--- config.mk ---
export PLATFORM = sky130hd
export DESIGN_NAME = acc_demo_window_accum
export DESIGN_NICKNAME = d
export VERILOG_FILES = /design/src/rtl/acc_demo_pkg.sv /design/src/rtl/acc_sat_adder.sv /design/src/rtl/acc_demo_window_accum.sv
export SDC_FILE = /design/constraint.sdc
export NUM_CORES = 1
export LEC_CHECK = 0
export BUFFER_PORTS_ARGS = -buffer_cell sky130_fd_sc_hd__buf_2
export CORE_ASPECT_RATIO = 1.4
export CORE_MARGIN = 2
export CORE_UTILIZATION = 55
export CTS_BUF_LIST = sky130_fd_sc_hd__clkbuf_4 sky130_fd_sc_hd__clkbuf_8
export DETAILED_ROUTE_END_ITERATION = 8
export HOLD_SLACK_MARGIN = 0.12
export PLACE_DENSITY = 0.83
export SLEW_MARGIN = 30
export SYNTH_ARGS = -nofsm -noshare
export SYNTH_HDL_FRONTEND = slang
export SYNTH_SLANG_ARGS = --single-unit
export TNS_END_PERCENT = 30
--- constraint.sdc ---
create_clock -name clk_i -period 3.6 [get_ports clk_i]
set_input_delay 0.72 -clock clk_i [delete_from_list [all_inputs] [get_ports clk_i]]
set_output_delay 0.72 -clock clk_i [all_outputs]
set_load 0.01 [all_outputs]
--- src/rtl/acc_demo_pkg.sv ---
// Shared types and default widths for the ACC demo window accumulator.
package acc_demo_pkg;

  localparam int unsigned DefDataW = 16;
  localparam int unsigned DefSumW  = 32;
  localparam int unsigned DefCntW  = 16;

  typedef enum logic [1:0] {
    StIdle,
    StWaitLow,
    StArmed,
    StAccum
  } acc_state_e;

  typedef struct packed {
    logic [DefSumW-1:0] sum;
    logic [DefCntW-1:0] cnt;
    logic [DefCntW-1:0] idx;
    logic               ovf;
  } acc_result_t;

endpackage

--- src/rtl/acc_sat_adder.sv ---
// Registered saturating accumulator with clear/load and a sticky overflow flag.
module acc_sat_adder #(
  parameter int unsigned DATA_W = 16,
  parameter int unsigned SUM_W  = 32
) (
  input  logic              clk_i,
  input  logic              rst_n_i,
  input  logic              clr_i,
  input  logic              load_i,
  input  logic              add_i,
  input  logic [DATA_W-1:0] data_i,
  output logic [SUM_W-1:0]  sum_o,
  output logic              ovf_o
);

  logic [SUM_W-1:0] sum_q, sum_d;
  logic             ovf_q, ovf_d;
  logic [SUM_W:0]   wide;
  logic             sat;

  always_comb begin
    wide = {1'b0, sum_q} + (SUM_W + 1)'(data_i);
    sat  = wide[SUM_W];
  end

  // Clear wins over load, load wins over add.
  always_comb begin
    sum_d = sum_q;
    ovf_d = ovf_q;
    if (clr_i) begin
      sum_d = '0;
      ovf_d = 1'b0;
    end else if (load_i) begin
      sum_d = SUM_W'(data_i);
      ovf_d = 1'b0;
    end else if (add_i) begin
      sum_d = sat ? '1 : wide[SUM_W-1:0];
      ovf_d = ovf_q | sat;
    end
  end

  always_ff @(posedge clk_i or negedge rst_n_i) begin
    if (!rst_n_i) begin
      sum_q <= '0;
      ovf_q <= 1'b0;
    end else begin
      sum_q <= sum_d;
      ovf_q <= ovf_d;
    end
  end

  assign sum_o = sum_q;
  assign ovf_o = ovf_q;

endmodule

--- src/rtl/acc_demo_window_accum.sv ---
// Accumulates ADC samples over each high window of the trimmed ACC flag and
// emits one result record per qualifying window.
module acc_demo_window_accum
  import acc_demo_pkg::*;
#(
  parameter int unsigned DATA_W = DefDataW,
  parameter int unsigned SUM_W  = DefSumW,
  parameter int unsigned CNT_W  = DefCntW
) (
  input  logic              clk_i,
  input  logic              rst_n_i,
  input  logic              pmt_scan_en_i,
  input  logic              acc_demo_trim_flag_i,
  input  logic [DATA_W-1:0] adc_data_i,
  input  logic              adc_valid_i,
  input  logic [CNT_W-1:0]  acc_min_window_i,
  output logic [SUM_W-1:0]  acc_sum_o,
  output logic [CNT_W-1:0]  acc_sample_cnt_o,
  output logic [CNT_W-1:0]  acc_window_idx_o,
  output logic              acc_overflow_o,
  output logic              acc_vld_o,
  output logic [CNT_W-1:0]  acc_drop_cnt_o
);

  localparam logic [CNT_W-1:0] CntMax = '1;

  acc_state_e       state_q, state_d;
  logic             flag_q, scan_en_q;
  logic [CNT_W-1:0] cnt_q, cnt_d;
  logic [CNT_W-1:0] idx_q, idx_d;
  logic [CNT_W-1:0] drop_q, drop_d;

  logic rise, fall, scan_start;
  logic win_start, win_add, win_close, emit;
  logic sum_clr, sum_load;
  logic [SUM_W-1:0] sum;
  logic             ovf;

  always_comb begin
    rise       = ~flag_q & acc_demo_trim_flag_i;
    fall       = flag_q & ~acc_demo_trim_flag_i;
    scan_start = ~scan_en_q & pmt_scan_en_i;
    win_start  = pmt_scan_en_i & (state_q == StArmed) & rise;
    win_add    = pmt_scan_en_i & (state_q == StAccum) & acc_demo_trim_flag_i & adc_valid_i;
    win_close  = pmt_scan_en_i & (state_q == StAccum) & fall;
    emit       = win_close & (cnt_q >= acc_min_window_i);
    // Dropping scan enable discards any open window.
    sum_clr    = ~pmt_scan_en_i | (win_start & ~adc_valid_i);
    sum_load   = win_start & adc_valid_i;
  end

  always_comb begin
    state_d = state_q;
    if (!pmt_scan_en_i) begin
      state_d = StIdle;
    end else begin
      unique case (state_q)
        StIdle:    state_d = acc_demo_trim_flag_i ? StWaitLow : StArmed;
        StWaitLow: if (!acc_demo_trim_flag_i) state_d = StArmed;
        StArmed:   if (rise) state_d = StAccum;
        StAccum:   if (fall) state_d = StArmed;
        default:   state_d = StIdle;
      endcase
    end
  end

  always_comb begin
    cnt_d  = cnt_q;
    idx_d  = idx_q;
    drop_d = drop_q;
    if (!pmt_scan_en_i) begin
      cnt_d = '0;
    end else if (win_start) begin
      cnt_d = CNT_W'(adc_valid_i);
    end else if (win_add && cnt_q != CntMax) begin
      cnt_d = cnt_q + 1'b1;
    end
    if (scan_start) begin
      idx_d  = '0;
      drop_d = '0;
    end else if (emit) begin
      idx_d = idx_q + 1'b1;
    end else if (win_close && drop_q != CntMax) begin
      drop_d = drop_q + 1'b1;
    end
  end

  acc_sat_adder #(
    .DATA_W (DATA_W),
    .SUM_W  (SUM_W)
  ) u_sum (
    .clk_i   (clk_i),
    .rst_n_i (rst_n_i),
    .clr_i   (sum_clr),
    .load_i  (sum_load),
    .add_i   (win_add),
    .data_i  (adc_data_i),
    .sum_o   (sum),
    .ovf_o   (ovf)
  );

  always_ff @(posedge clk_i or negedge rst_n_i) begin
    if (!rst_n_i) begin
      state_q   <= StIdle;
      flag_q    <= 1'b0;
      scan_en_q <= 1'b0;
      cnt_q     <= '0;
      idx_q     <= '0;
      drop_q    <= '0;
    end else begin
      state_q   <= state_d;
      flag_q    <= acc_demo_trim_flag_i;
      scan_en_q <= pmt_scan_en_i;
      cnt_q     <= cnt_d;
      idx_q     <= idx_d;
      drop_q    <= drop_d;
    end
  end

  always_ff @(posedge clk_i or negedge rst_n_i) begin
    if (!rst_n_i) begin
      acc_sum_o        <= '0;
      acc_sample_cnt_o <= '0;
      acc_window_idx_o <= '0;
      acc_overflow_o   <= 1'b0;
      acc_vld_o        <= 1'b0;
    end else begin
      acc_vld_o <= emit;
      if (emit) begin
        acc_sum_o        <= sum;
        acc_sample_cnt_o <= cnt_q;
        acc_window_idx_o <= idx_q;
        acc_overflow_o   <= ovf;
      end
    end
  end

  assign acc_drop_cnt_o = drop_q;

endmodule

==> results.sh <==
export IMPL_setup_viol=0
export IMPL_worst_path_largest_cell_delay_ns=0.41
export IMPL_fillers=1183
export IMPL_yosysSeqAreaShare=0.4606
export IMPL_tns_ns=0
export IMPL_final_area_mm2=0.009422
export IMPL_tightest_slew_ns=0.7884
export IMPL_drt_pass1_iter_count=5
export IMPL_slew_violations=0
export IMPL_remaining_drc_errors=0
export IMPL_critPathBufInv=1
export IMPL_synth_most_common_cell="dfrtp_1"
export IMPL_synth_distinct_cells=64
export IMPL_async_flop_share=1.000
export IMPL_via_count=6779
export IMPL_synth_edff_count=0
export IMPL_drtIter0Drc=483
export IMPL_finalCriticalPeriod_ns=2.887
export IMPL_postCtsSetupBuffers=0
export IMPL_clock_root_buffer="clkbuf_8"
export IMPL_gp_congestion=0.8975
export IMPL_clock_sinks=151
export IMPL_dpl_hpwl_um=13630
export IMPL_hold_class="in -> async"
export IMPL_grt_max_degree=72
export IMPL_worst_setup_path_type="reg -> reg"
export IMPL_syn2layout_area_growth_pct=14.84
export IMPL_clk_latency_ns=0.45
export IMPL_maxCapViolCount=0
export IMPL_cp_start_kind="flip-flop"
export IMPL_synth_area_per_cell_um2=10.09
export IMPL_p_leak_nw=4.881
export IMPL_p_per_area_mw_per_mm2=429.8
export IMPL_synth_seq_cells=151
export IMPL_yosysTopAreaCellShare=0.4606
export IMPL_finalClockSkew_ns=0.01491
export IMPL_critPathSlowestCell="dfrtp_1"
export IMPL_ant_nets=0
export IMPL_fin_util=0.6494
export IMPL_finalWorstSetupSlack_ns=0.7126
export IMPL_placed_area_mm2=0.008969
export IMPL_core_rowCount=52
export IMPL_drive_gt1_frac=0.2091
export IMPL_fin_nets=1002
export IMPL_die_x_um=107.2
export IMPL_yosys_warnings=0
export IMPL_core_mm2=0.01451
export IMPL_crit_chain="ha_1 > a21o_1 > a21o_1 > a221oi_1 > o21a_2 > o21ai_2 > nand2_2 > buf_4 > mux2_1"
export IMPL_die_h_um=148.5
export IMPL_num_antenna_cells=0
export IMPL_clk_pin_slew_ns=0.09
export IMPL_synth_top_cells_by_count="dfrtp_1 (151), nand2_1 (82), o21ai_0 (48)"
export IMPL_synth_area_mm2=0.008204
export IMPL_io_pins=119
export IMPL_cts_max_level=4
export IMPL_start_util=0.5655
export IMPL_rsz0062_at_grt="false"
export IMPL_cts_resized=0
export IMPL_ir_worst_vdd_uv=277.1
export IMPL_endpoint_kind="flip-flop"
export IMPL_arrival_ns=3.22
export IMPL_layout_worst_path_cycle_share=0.8021
export IMPL_grt_use_total=0.2506
export IMPL_total_power_mw=4.049
export IMPL_viasPerCell=5.994
export IMPL_critPathTopFamily="compound AO/OA/AOI/OAI gates"
export IMPL_finalWirelength_um=18990
export IMPL_crit_fanout=14
export IMPL_cts_buffers=17
export IMPL_hold_violations=0
export IMPL_dp_slack_ns=0.2958
export IMPL_antenna_found_initial=0
export IMPL_cts_tree="built"
export IMPL_required_ns=3.93
export IMPL_max_slew_margin=0.4744
export IMPL_synth_largest_area_cell="dfrtp_1"
export IMPL_grt_pass1_vias=6629
export IMPL_dieArea_mm2=0.01592
export IMPL_yosys_top_cells_area="dfrtp_1 (46%), mux2_1 (5.4%), ha_1 (5.3%), nand2_1 (3.8%), o21ai_0 (2.9%)"
export IMPL_hold_buffers=0
export IMPL_port_buffers=118
export IMPL_cts_buffer_depth=2
export IMPL_synth_flop_cell="dfrtp_1"
export IMPL_grt_pass1_wl_um=32060
export IMPL_clock_fmax_mhz=346.3
export IMPL_outcome="finished clean"
export IMPL_synthCells=813
export IMPL_post_drt_wl_per_cell_um=16.79
export IMPL_crit_top_cell="a21o_1"
export IMPL_syn_nets=886
export IMPL_gr_total_overflow=0
[power by group]
part	switching (mW)	total, mW	internal [mW]
Clock	0.639	1.46	0.819
Combinational	0.451	0.767	0.316
Sequential	0.0625	1.82	1.76
[state kept, by name, indices dropped and copies added, names as in the netlist, 2 cells and up]
register          count
u_sum.sum_o          32
state_q               2
idx_q                16
cnt_q                16
acc_sample_cnt_o     16
acc_sum_o            32
acc_drop_cnt_o       16
acc_window_idx_o     16
[cells by family (layout without fill, tap and decap cells)]
group | Yosys count | count (layout) | share of synthesized area
AOI/OAI and AO/OA | 190 | 190 | 0.1566
xor gates and xnor gates | 21 | 21 | 0.02242
adders and majority gates | 36 | 36 | 0.05582
buffers and inverters | 69 | 198 | 0.04057
DFF | 151 | 151 | 0.4606
muxes | 68 | 68 | 0.09135
and+or+nand+nor | 278 | 278 | 0.1726
[layout by cell type (no fill, tap or decap), drive strengths merged, types with 4 or more instances in the layout]
cell	netlist	final
dfrtp	151	151
buf	17	133
nand2	82	82
mux2	55	55
o21ai	54	54
a21oi	43	43
nor2	40	40
nand3	40	40
ha	35	35
inv	33	34
nand4	22	22
clkbuf	19	21
or3	20	20
xnor2	17	17
a21o	16	16
o221ai	14	14
and2	14	14
or4	14	14
o211ai	14	14
and3	13	13
mux2i	13	13
nor3	10	10
nand2b	8	8
o31ai	8	8
o21a	8	8
nor4	7	7
a21boi	4	4
xor2	4	4
o2111ai	4	4
bufinv	0	4
a31oi	4	4
[layer usage]
layer	global-route usage	up-vias	wire, um
li1	-	3212	-
met2	0.4370	206	9736
met3	0.04514	30	1002
met4	0.07922	0	384
met5	0	-	0
met1	0.3146	3331	7864
[per-stage QoR]
step,std cells,hold slack [ns]
after detailed placement,1099,0.4762
after global routing,1131,0.3193
final,1131,0.2679
after global placement,1099,0.4680
after floorplan,813,0.4244
after CTS,1131,0.2891
[path summary, 6_finish.rpt]
| check | depth (start not counted) | slack (ns) | start | endpoint |
|---|---|---|---|---|
| worst max register to register | 9 | 0.71 | cnt_q[13] | acc_window_idx_o[13] |
| max in group asynchronous | 2 | 2.47 | rst_n_i | acc_drop_cnt_o[0] |
| worst min register to register | 1 | 0.49 | acc_window_idx_o[1] | acc_window_idx_o[1] |
| worst max-delay path | 9 | 0.71 | cnt_q[13] | acc_window_idx_o[13] |
| min in group clk_i | 1 | 0.46 | acc_demo_trim_flag_i | flag_q |
| worst min-delay path | 1 | 0.27 | rst_n_i | acc_drop_cnt_o[6] |
[final cells by class]
class	count	area [um2]	share of cell area
inverters	33	123.9	0.01315
repair buffers	133	734.5	0.07795
multi-input cells	593	4095	0.4347
clock inverters	11	170.2	0.01806
clock buffers	21	282.8	0.03001
well taps	189	236.5	0.02510
flip-flops and latches	151	3779	0.4011
Note: power is estimated with default switching activity, not from simulation.
